### config.mk
export PLATFORM = sky130hd
export DESIGN_NAME = fall_alarm_controller_flat
export DESIGN_NICKNAME = d
export VERILOG_FILES = /design/src/rtl/fall_alarm_controller_if.sv /design/src/rtl/fall_alarm_controller.sv /design/src/flat_wrapper.sv
export SDC_FILE = /design/constraint.sdc
export NUM_CORES = 1
export LEC_CHECK = 0
export BUFFER_PORTS_ARGS = -buffer_cell sky130_fd_sc_hd__buf_4
export CAP_MARGIN = 30
export CELL_PAD_IN_SITES_DETAIL_PLACEMENT = 1
export CELL_PAD_IN_SITES_GLOBAL_PLACEMENT = 2
export CORE_UTILIZATION = 32
export CTS_CLUSTER_SIZE = 24
export DETAILED_ROUTE_END_ITERATION = 6
export GPL_TIMING_DRIVEN = 0
export PLACE_DENSITY = 0.72
export SLEW_MARGIN = 20
export SYNTH_ARGS = -nofsm -noshare
export SYNTH_HDL_FRONTEND = slang
export SYNTH_SLANG_ARGS = --single-unit
export TNS_END_PERCENT = 50
### constraint.sdc
create_clock -name clk -period 2.2 [get_ports clk]
set_input_delay 0.44 -clock clk [delete_from_list [all_inputs] [get_ports clk]]
set_output_delay 0.44 -clock clk [all_outputs]
set_load 0.02 [all_outputs]
### src/rtl/fall_alarm_controller_if.sv
// rtl/fall_alarm_controller_if.sv - fall alarm controller signal bundle
interface fall_alarm_controller_if;
    logic       fall_detected;
    logic       enable;
    logic       alarm_ack;
    logic       count_clr;
    logic       alarm;
    logic       alarm_pulse;
    logic [1:0] state;
    logic [7:0] fall_count;

    modport master (
        output fall_detected, enable, alarm_ack, count_clr,
        input  alarm, alarm_pulse, state, fall_count
    );

    modport slave (
        input  fall_detected, enable, alarm_ack, count_clr,
        output alarm, alarm_pulse, state, fall_count
    );
endinterface

### src/rtl/fall_alarm_controller.sv
// rtl/fall_alarm_controller.sv - glitch-filtered sticky fall alarm with cooldown and fall counter
module fall_alarm_controller #(
    parameter int unsigned CONFIRM_CYCLES  = 4,
    parameter int unsigned COOLDOWN_CYCLES = 16
) (
    input  logic                    clk,
    input  logic                    rst,
    fall_alarm_controller_if.slave  bus
);
    typedef enum logic [1:0] {
        S_IDLE     = 2'b00,
        S_CONFIRM  = 2'b01,
        S_ALARM    = 2'b10,
        S_COOLDOWN = 2'b11
    } state_t;

    localparam logic [7:0] CONFIRM_LAST  = 8'(CONFIRM_CYCLES);
    localparam logic [7:0] COOLDOWN_INIT = 8'(COOLDOWN_CYCLES - 1);

    state_t     state_q,        state_d;
    logic [7:0] confirm_cnt_q,  confirm_cnt_d;
    logic [7:0] cooldown_cnt_q, cooldown_cnt_d;
    logic       alarm_q,        alarm_d;
    logic       pulse_q,        pulse_d;
    logic [7:0] count_q,        count_d;
    logic       enter_alarm;
    logic [7:0] confirm_inc;

    always_comb begin
        state_d        = state_q;
        confirm_cnt_d  = confirm_cnt_q;
        cooldown_cnt_d = cooldown_cnt_q;
        count_d        = count_q;
        enter_alarm    = 1'b0;
        confirm_inc    = confirm_cnt_q + 8'd1;

        case (state_q)
            S_IDLE: begin
                if (bus.enable && bus.fall_detected) begin
                    if (CONFIRM_LAST == 8'd1) begin
                        enter_alarm = 1'b1;
                    end else begin
                        state_d       = S_CONFIRM;
                        confirm_cnt_d = 8'd1;
                    end
                end
            end
            S_CONFIRM: begin
                // Any dropout throws away the partial confirmation.
                if (!bus.enable || !bus.fall_detected) begin
                    state_d       = S_IDLE;
                    confirm_cnt_d = 8'd0;
                end else if (confirm_inc == CONFIRM_LAST) begin
                    enter_alarm = 1'b1;
                end else begin
                    confirm_cnt_d = confirm_inc;
                end
            end
            S_ALARM: begin
                if (bus.alarm_ack) begin
                    state_d        = S_COOLDOWN;
                    cooldown_cnt_d = COOLDOWN_INIT;
                end
            end
            S_COOLDOWN: begin
                if (cooldown_cnt_q == 8'd0) begin
                    state_d = S_IDLE;
                end else begin
                    cooldown_cnt_d = cooldown_cnt_q - 8'd1;
                end
            end
            default: begin
                state_d = S_IDLE;
            end
        endcase

        if (enter_alarm) begin
            state_d       = S_ALARM;
            confirm_cnt_d = 8'd0;
            if (count_q != 8'hFF) begin
                count_d = count_q + 8'd1;
            end
        end

        // A clear landing on the same edge as an alarm entry takes priority.
        if (bus.count_clr) begin
            count_d = 8'd0;
        end

        pulse_d = enter_alarm;
        alarm_d = (state_d == S_ALARM);
    end

    always_ff @(posedge clk or posedge rst) begin
        if (rst) begin
            state_q        <= S_IDLE;
            confirm_cnt_q  <= 8'd0;
            cooldown_cnt_q <= 8'd0;
            alarm_q        <= 1'b0;
            pulse_q        <= 1'b0;
            count_q        <= 8'd0;
        end else begin
            state_q        <= state_d;
            confirm_cnt_q  <= confirm_cnt_d;
            cooldown_cnt_q <= cooldown_cnt_d;
            alarm_q        <= alarm_d;
            pulse_q        <= pulse_d;
            count_q        <= count_d;
        end
    end

    assign bus.state       = state_q;
    assign bus.alarm       = alarm_q;
    assign bus.alarm_pulse = pulse_q;
    assign bus.fall_count  = count_q;
endmodule

### src/flat_wrapper.sv
// flat-port wrapper written by rule: the top's interface ports become plain ports
module fall_alarm_controller_flat 
#(
    parameter int unsigned CONFIRM_CYCLES  = 4,
    parameter int unsigned COOLDOWN_CYCLES = 16
)
  (clk, rst, bus_fall_detected, bus_enable, bus_alarm_ack, bus_count_clr, bus_alarm, bus_alarm_pulse, bus_state, bus_fall_count);
  fall_alarm_controller_if bus_i ();
  input  logic clk;
  input  logic rst;
  input wire logic [$bits(bus_i.fall_detected)-1:0] bus_fall_detected;
  input wire logic [$bits(bus_i.enable)-1:0] bus_enable;
  input wire logic [$bits(bus_i.alarm_ack)-1:0] bus_alarm_ack;
  input wire logic [$bits(bus_i.count_clr)-1:0] bus_count_clr;
  output wire logic [$bits(bus_i.alarm)-1:0] bus_alarm;
  output wire logic [$bits(bus_i.alarm_pulse)-1:0] bus_alarm_pulse;
  output wire logic [$bits(bus_i.state)-1:0] bus_state;
  output wire logic [$bits(bus_i.fall_count)-1:0] bus_fall_count;
  assign bus_i.fall_detected = bus_fall_detected;
  assign bus_i.enable = bus_enable;
  assign bus_i.alarm_ack = bus_alarm_ack;
  assign bus_i.count_clr = bus_count_clr;
  assign bus_alarm = bus_i.alarm;
  assign bus_alarm_pulse = bus_i.alarm_pulse;
  assign bus_state = bus_i.state;
  assign bus_fall_count = bus_i.fall_count;
  fall_alarm_controller #(.CONFIRM_CYCLES(CONFIRM_CYCLES), .COOLDOWN_CYCLES(COOLDOWN_CYCLES)) u_core (.clk(clk), .rst(rst), .bus(bus_i));
endmodule
; ---- Word-level counts from Yosys, hierarchy flattened
; Cells that the tools add are included.
[classes]
add_sub_neg = 3
n_eq_ne = 10
n_mux = 20
reduce_logical = 13
[op_table]
columns = cell, n
row1 = two-way mux 8 bit, 9
row2 = one-hot mux 8 bit (2 select lines), 2
row3 = "adder 8 x 1 -> 8 bit, second input constant", 2
row4 = two-way mux 2 bit, 5
row5 = "equality test 8 x 3 -> 1 bit, second input constant", 1
row6 = logical NOT 8 bit, 1
row7 = "!= test 8 bit, second input constant", 1
row8 = one-hot mux 2 bit (4 select lines), 1
row9 = "subtractor 8 x 1 -> 8 bit, second input constant", 1
row10 = "equality test 2 bit, second input constant", 3
row11 = AND reduction 3 bit, 2
row12 = nonzero test 2 bit, 3
row13 = "!= test 2 bit, second input constant", 2
row14 = "!= test 4 x 2 -> 1 bit, second input constant", 1
row15 = two-way mux 1 bit, 3
row16 = "!= test 3 x 1 -> 1 bit, second input constant", 1
row17 = nonzero test 3 bit, 1
row18 = "equality test 2 x 1 -> 1 bit, second input constant", 1
row19 = logical NOT 1 bit, 2
row20 = logical NOT 2 bit, 1
row21 = AND reduction 2 bit, 1
row22 = logical AND 1 bit, 1
row23 = logical OR 1 bit, 1
[totals]
regBits = 28
input_bits = 6
wordCells = 52

; ---- Depth between registers and ports, before layout
; Gate-level depths: netlist (run 1).
[depth]
depth_word = 7
mapped_depth = 8

; ---- Least setup slack after synthesis (run 1)
; OpenSTA, ideal clock, no wires.
[synth_timing]
kind = reg-to-reg
startpoint = register u_core.state_q[0], in the netlist u_core.bus.state[0]
endpoint = register u_core.count_q[5], in the netlist u_core.bus.fall_count[5]
arrival_time_ps = 1998
setup_slack_ps = 77
path_stages_with_launch = 8
path_buffers = 2
synth_period_minus_slack_ps = 2123
path_cell_list = dfrtp_1 -> buf_2 -> and4b_1 -> buf_2 -> o211ai_1 -> a211o_1 -> nor4_1 -> mux2_2
[synth_between]
elab_chain_len = 4
[synth_lines]
columns = element, line_no
row1 = from (decl), fall_alarm_controller.sv:20  ; state_t state_q, state_d;
row2 = from (signal assigned), fall_alarm_controller.sv:103  ; state_q <= state_d;
row3 = equality test 2 x 1 -> 1 bit, fall_alarm_controller.sv:37  ; case (state_q)
row4 = two-way mux 1 bit, fall_alarm_controller.sv:37
row5 = nonzero test 2 bit (no line), -
row6 = AND reduction 2 bit (no line), -
row7 = to (signal assigned), fall_alarm_controller.sv:108  ; count_q <= count_d;
row8 = to (decl), fall_alarm_controller.sv:25  ; logic [7:0] count_q, count_d;
; Every way passes these cells.
; A chain may end at the register's enable or synchronous reset.

; ---- Worst setup path in the final report (run 1)
[layout_timing]
startpoint = register u_core.confirm_cnt_q[0]
endpoint = register u_core.count_q[7], in the netlist u_core.bus.fall_count[7]
[layout_between]
elab_chain_len = 7
[layout_lines]
columns = element, line_no
row1 = from (decl), fall_alarm_controller.sv:21  ; logic [7:0] confirm_cnt_q, confirm_cnt_d;
row2 = from (signal assigned), fall_alarm_controller.sv:104  ; confirm_cnt_q <= confirm_cnt_d;
row3 = adder 8 x 1 -> 8 bit, fall_alarm_controller.sv:35  ; confirm_inc = confirm_cnt_q + 8'd1;
row4 = equality test 8 x 3 -> 1 bit, fall_alarm_controller.sv:53  ; end else if (confirm_inc == CONFIRM_LAST) begin
row5 = two-way mux 1 bit, fall_alarm_controller.sv:53
row6 = two-way mux 1 bit, fall_alarm_controller.sv:50  ; if (!bus.enable || !bus.fall_detected) begin
row7 = two-way mux 1 bit, fall_alarm_controller.sv:37
row8 = nonzero test 2 bit (no line), -
row9 = AND reduction 2 bit (no line), -
; Every way passes these cells.

==> impl_metrics.tcl, run 1 <==
set metrics [dict create \
    synth_top_cell_area_share_pct 45.5 \
    hold_viol_final 0 \
    cp.arrival_ps 2360 \
    irDropWorstVdd_uv 443 \
    maxCapViolations 0 \
    clockBufferDepth 2 \
    syn_nets 174 \
    worst_slack_ps -17.4 \
    drive_gt1_share_pct 30.4 \
    synth_area_leaders "dfrtp_1 45%, nor2_1 3.9%, o21ai_0 3.6%" \
    dr.pass1.iters 4 \
    grt.met1_usage_pct 24.6 \
    wire_per_inst_um 17.4 \
    antenna_found_initial 0 \
    worst_clock_skew_ps 5.88 \
    syn_area_um2 1540 \
    setup_violations 1 \
    synth_ff_type "dfrtp_1" \
    grt_max_degree 18 \
    grtUsageMet3_pct 2.53 \
    critPathLaunchType "flop" \
    first_iter_violations 46 \
    fin_tns_setup_ps -17.4 \
    vias 1365 \
    violations "negative setup slack" \
    fp.dieH_um 71.4 \
    place_hpwl_um 2840 \
    p_per_area_nw_per_um2 728 \
    gp_congestion 0.765 \
    viasPerCell 5.55 \
    synthCells 164 \
    final_common_cell "buf_4" \
    root_buffer "clkbuf_8" \
    layout.cells.most_common_list "26 x buf_4, 22 x dfrtp_1, 16 x nor2_1" \
    fin_crit_sh_pct 101 \
    stdcell_count 246 \
    finalNetCount 205 \
    num_antenna_cells 0 \
    row_count 24 \
    synth_seq_area_share_pct 45.5 \
    grt_overflow 0 \
    leakagePower_uw 0.000876 \
    dp.cells 234 \
    dieArea_um2 5090 \
    io_buffers 17 \
    cp-end-kind "flop" \
    fmax_mhz 451 \
    crit_fanout 10 \
    yosysTopAreaCell "dfrtp_1" \
    postSynthAreaPerCell_um2 9.39 \
    worstSetupPathType "reg -> reg" \
    clk_pin_slew_worst_paths_ps 100 \
    grt_pass1_wl_um 7090 \
    ys_ff_latch 28 \
    busiest_layer "met2" \
    grt_usage_pct 17.8 \
    critical_path_required_ps 2350 \
    synth_warnings 0 \
    cts_buffers 3 \
    hold_buffers 0 \
    grt_util_met2_pct 29.5 \
    drc 0 \
    min_period_ps 2220 \
    rsz0062_at_grt "yes" \
    wl_um 4280 \
    start_util_pct 34.4 \
    drv_slew 0 \
    synth-edff-count 0 \
    synth.distinct_cells 42 \
    status "finished, violations left" \
    antenna_left 0 \
    ios 18 \
    cts.sinks 28 \
    synthArstFlopShare_pct 100 \
    maxSlewHeadroom_pct 42.5 \
    die_w_um 71.4 \
    cts_tree "yes" \
    hold_path.class "in -> async" \
    syn2layout_area_growth_pct 31.2 \
    cts_max_level 1 \
    grt_pass1_vias 1406 \
    timing.hold.ws_ps 204 \
    fp.coreArea_um2 4470 \
    clkLatencyLatePin_ps 270 \
    worst_pin_slew_ps 859 \
]
[layout make-up]
type / count / area (um^2)
Buffer: 7 / 56.3
Fill cell: 514 / 2450
Inverter: 5 / 18.8
Timing Repair Buffer: 26 / 215
Tap cell: 52 / 65.1
Clock buffer: 4 / 55.1
Multi-Input combinational cell: 124 / 902
Sequential cell: 28 / 708
[what timing repair did]
action / CTS / global route
gates cloned: 1 / 0
setup buffers: 5 / 3
pin swaps: 4 / 4
setup endpoints to repair: 7 / 7
gates resized for setup: 18 / 15
[through the flow]
stage               cell area, um^2  setup WS [ps]  total power, uW  util, %
CTS                            1950         0.0322             1460     43.6
global route                   2020          -90.7             1580     45.2
finish                         2020          -17.4             1470     45.2
detailed placement             1760           -178             1090     39.3
floorplan                      1540           76.8              950        -
global placement               1730           -113             1060     38.7
[cells in the mapped netlist, types with 4 or more instances]
library cell   n
dfrtp_1       28
nor2_1        16
nand2_1       13
o21ai_0       11
a21oi_1        8
nand3_1        7
nor2b_1        7
nor3_1         6
buf_2          5
inv_1          5
a31oi_1        4
ha_1           4
mux2_2         4
xor2_1         4
[path summary, 6_finish.rpt]
path	start	depth (start not counted)	endpoint	slack, ps
min in group clk	bus_alarm_ack	2	u_core.bus.alarm	350
min reg2reg	u_core.cooldown_cnt_q[0]	1	u_core.cooldown_cnt_q[0]	520
max	u_core.confirm_cnt_q[0]	6	u_core.bus.fall_count[7]	-20
max reg2reg	u_core.confirm_cnt_q[0]	6	u_core.bus.fall_count[7]	-20
max in group asynchronous	rst	3	u_core.confirm_cnt_q[7]	1500
min	rst	2	u_core.bus.fall_count[1]	200
[kinds of logic after synthesis]
logic type | Yosys count | synth area share (%)
compound gates | 37 | 15.5
xor+xnor | 6 | 3.41
fa+ha+maj | 4 | 3.25
buf+inv | 13 | 3.57
flops | 28 | 45.5
mux | 4 | 2.92
simple gates | 72 | 25.8
[state kept, by name, summed over array words and instances (netlist names)]
| register | cells |
|---|---|
| u_core.bus.state | 2 |
| u_core.bus.alarm | 1 |
| u_core.bus.alarm_pulse | 1 |
| u_core.cooldown_cnt_q | 8 |
| u_core.confirm_cnt_q | 8 |
| u_core.bus.fall_count | 8 |
[metal layers]
layer	wire (um)	share of wire (%)
met5	0	0
met4	31	0.72
met3	68	1.6
met2	2150	50
met1	2030	47
[report_power, final]
group	switching, uW	total (uW)	leakage, uW	internal (uW)
Clock	158	318	0.0000288	160
Combinational	271	487	0.000489	216
Sequential	69.8	666	0.000358	596
Total	499	1470	0.000876	972
[critical path, cell delays in order (launching register included)]
cell,delay (ps)
dfrtp_2,440
and3_4,190
or4_4,450
a211o_4,400
buf_6,170
o41ai_4,350
a21oi_1,100
(Power assumes the default switching activity.)
==> run 2: changes to the inputs <==
--- a/config.mk
+++ b/config.mk
@@ -7,13 +7,11 @@
 export LEC_CHECK = 0
 export BUFFER_PORTS_ARGS = -buffer_cell sky130_fd_sc_hd__buf_4
 export CAP_MARGIN = 30
-export CELL_PAD_IN_SITES_DETAIL_PLACEMENT = 1
-export CELL_PAD_IN_SITES_GLOBAL_PLACEMENT = 2
-export CORE_UTILIZATION = 32
+export CORE_UTILIZATION = 38
 export CTS_CLUSTER_SIZE = 24
 export DETAILED_ROUTE_END_ITERATION = 6
 export GPL_TIMING_DRIVEN = 0
-export PLACE_DENSITY = 0.72
+export PLACE_DENSITY = 0.54
 export SLEW_MARGIN = 20
 export SYNTH_ARGS = -nofsm -noshare
 export SYNTH_HDL_FRONTEND = slang
==> constraint.sdc (replaced) <==
create_clock -name clk -period 2.6 [get_ports clk]
set_input_delay 0.52 -clock clk [delete_from_list [all_inputs] [get_ports clk]]
set_output_delay 0.52 -clock clk [all_outputs]
set_load 0.02 [all_outputs]
==> run 2 against run 1 <==
Compared with the run above:
- the flow now finishes without violations
- core utilization up 2.8 points
- worst setup slack better by 320 ps
- register-to-register slack better by 320 ps
- first-iteration DRC count up 140%
- clock power down 14%
- flip-flop and latch count unchanged
- via count down 3.9%
- power down 20%
- maximum frequency down 3.4%
- sequential power down 15%
- critical endpoint is now u_core.bus.fall_count[5]
- largest cell class unchanged
==> impl_metrics.tcl, run 2 (synthesis gave the netlist of run 1 again) <==
set metrics [dict create \
    start_util_pct 40.8 \
    finalNetCount 197 \
    drive_gt1_share_pct 18.3 \
    root_buffer "clkbuf_8" \
    fmax_mhz 436 \
    cp.arrival_ps 2460 \
    combinationalPowerShare_pct 28.4 \
    status "completed" \
    syn2layout_area_growth_pct 17.5 \
    grt_pass1_wl_um 5790 \
    intPower_uw 772 \
    worst_pin_slew_ps 762 \
    drc 0 \
    slowest_stage "a211o_1" \
    fp.dieH_um 65.7 \
    dieArea_um2 4310 \
    dr.pass1.iters 4 \
    viasPerCell 5.61 \
    grt_max_degree 16 \
    maxSlewHeadroom_pct 49.1 \
    place_hpwl_um 2380 \
    critical_path_required_ps 2770 \
    power_uw 1180 \
    grt_overflow 0 \
    sw_frac_of_total_pct 34.4 \
    setup_violations 0 \
    drv_slew 0 \
    wl_um 3220 \
    die_w_um 65.7 \
    post_cts_resized 0 \
    rsz0062_at_grt "no" \
    multi_input_area_um2 785 \
    worst_slack_ps 304 \
    cts.sinks 28 \
    clkLatencyLatePin_ps 280 \
    seqCellArea_um2 701 \
    maxCapViolations 0 \
    gp_congestion 0.811 \
    ios 18 \
    layout.cells.most_common_list "28 x dfrtp_1, 17 x buf_4, 16 x nor2_1" \
    power_switching_uw 404 \
    num_antenna_cells 0 \
    io_buffers 17 \
    antenna_left 0 \
    cts_tree "yes" \
    critPathLaunchType "flop" \
    fin_tns_setup_ps 0 \
    wire_per_inst_um 13.7 \
    p_per_area_nw_per_um2 650 \
    first_iter_violations 109 \
    antenna_found_initial 0 \
    clockBufferDepth 2 \
    row_count 22 \
    clockPowerShare_pct 23.4 \
    crit_buf_inv 1 \
    cp_cell_sequence "clkbuf_1, nor4bb_1, o311ai_1, a211o_1, nor4_1, mux2_2" \
    worst_clock_skew_ps 5.32 \
    irDropWorstVdd_uv 369 \
    fp.coreArea_um2 3770 \
    hold_viol_final 0 \
    crit_fanout 9 \
    vias 1312 \
    leakagePower_uw 0.000836 \
    clk_pin_slew_worst_paths_ps 100 \
    preCtsSetupSlack_ps 236 \
    critPathTopFamily "simple AND/OR/NAND/NOR gates" \
    final_common_cell "dfrtp_1" \
    worstSetupPathType "reg -> reg" \
    postCtsSetupBuffers 0 \
    hold_buffers 0 \
    fin_crit_sh_pct 88.3 \
    cts_buffers 3 \
    seq_power_share_pct 48.3 \
    slowest_delay_ps 410 \
    fillers 365 \
    hold_path.class "in -> async" \
    grt_pass1_vias 1239 \
    cp-end-kind "flop" \
    min_period_ps 2300 \
    cts_max_level 1 \
    grt_usage_pct 17.6 \
]
-- run 2: final cells by class --
type	count	share of cell area, %
Buffer	8	2.00
Clock buffer	4	3.04
Inverter	5	1.04
Multi-Input combinational cell	123	43.3
Sequential cell	28	38.7
Tap cell	48	3.32
Timing Repair Buffer	18	8.57
-- run 2: layer usage --
metal	wire length (um)	vias to the layer above	global-route usage [%]
met1	1530	636	23.3
met4	24	0	4.89
met3	107	2	4.17
li1	-	646	-
met2	1550	28	28.4
met5	0	-	0
-- run 2: metrics by stage --
step / hold slack (ps) / utilization, % / instances / area (um^2)
after detailed placement: 509 / 46.5 / 230 / 1760
after CTS: 340 / 48.0 / 234 / 1810
after global routing: 370 / 48.0 / 234 / 1810
after floorplan: 469 / - / 164 / 1540
after global placement: 487 / 45.8 / 229 / 1730
final: 326 / 48.0 / 234 / 1810
-- run 2: power groups by stage --
stage	Clock, uW	Combinational (uW)	Sequential [uW]
3_3_place_gp	0	322	572
4_1_cts	289	337	568
2_1_floorplan	0	222	582
6_report	275	334	568
5_1_grt	306	376	578
3_5_place_dp	0	335	577
-- run 2: worst paths after layout --
| path | from | end | slack (ps) | cells after the start |
|---|---|---|---|---|
| worst max-delay path | u_core.confirm_cnt_q[6] | u_core.bus.fall_count[5] | 300 | 6 |
| worst min-delay path | rst | u_core.bus.fall_count[6] | 330 | 2 |
| worst max register to register | u_core.confirm_cnt_q[6] | u_core.bus.fall_count[5] | 300 | 6 |
| worst min register to register | u_core.cooldown_cnt_q[0] | u_core.cooldown_cnt_q[0] | 520 | 1 |
| max in group asynchronous | rst | u_core.confirm_cnt_q[0] | 1780 | 3 |
| min in group clk | bus_alarm_ack | u_core.bus.alarm | 420 | 2 |
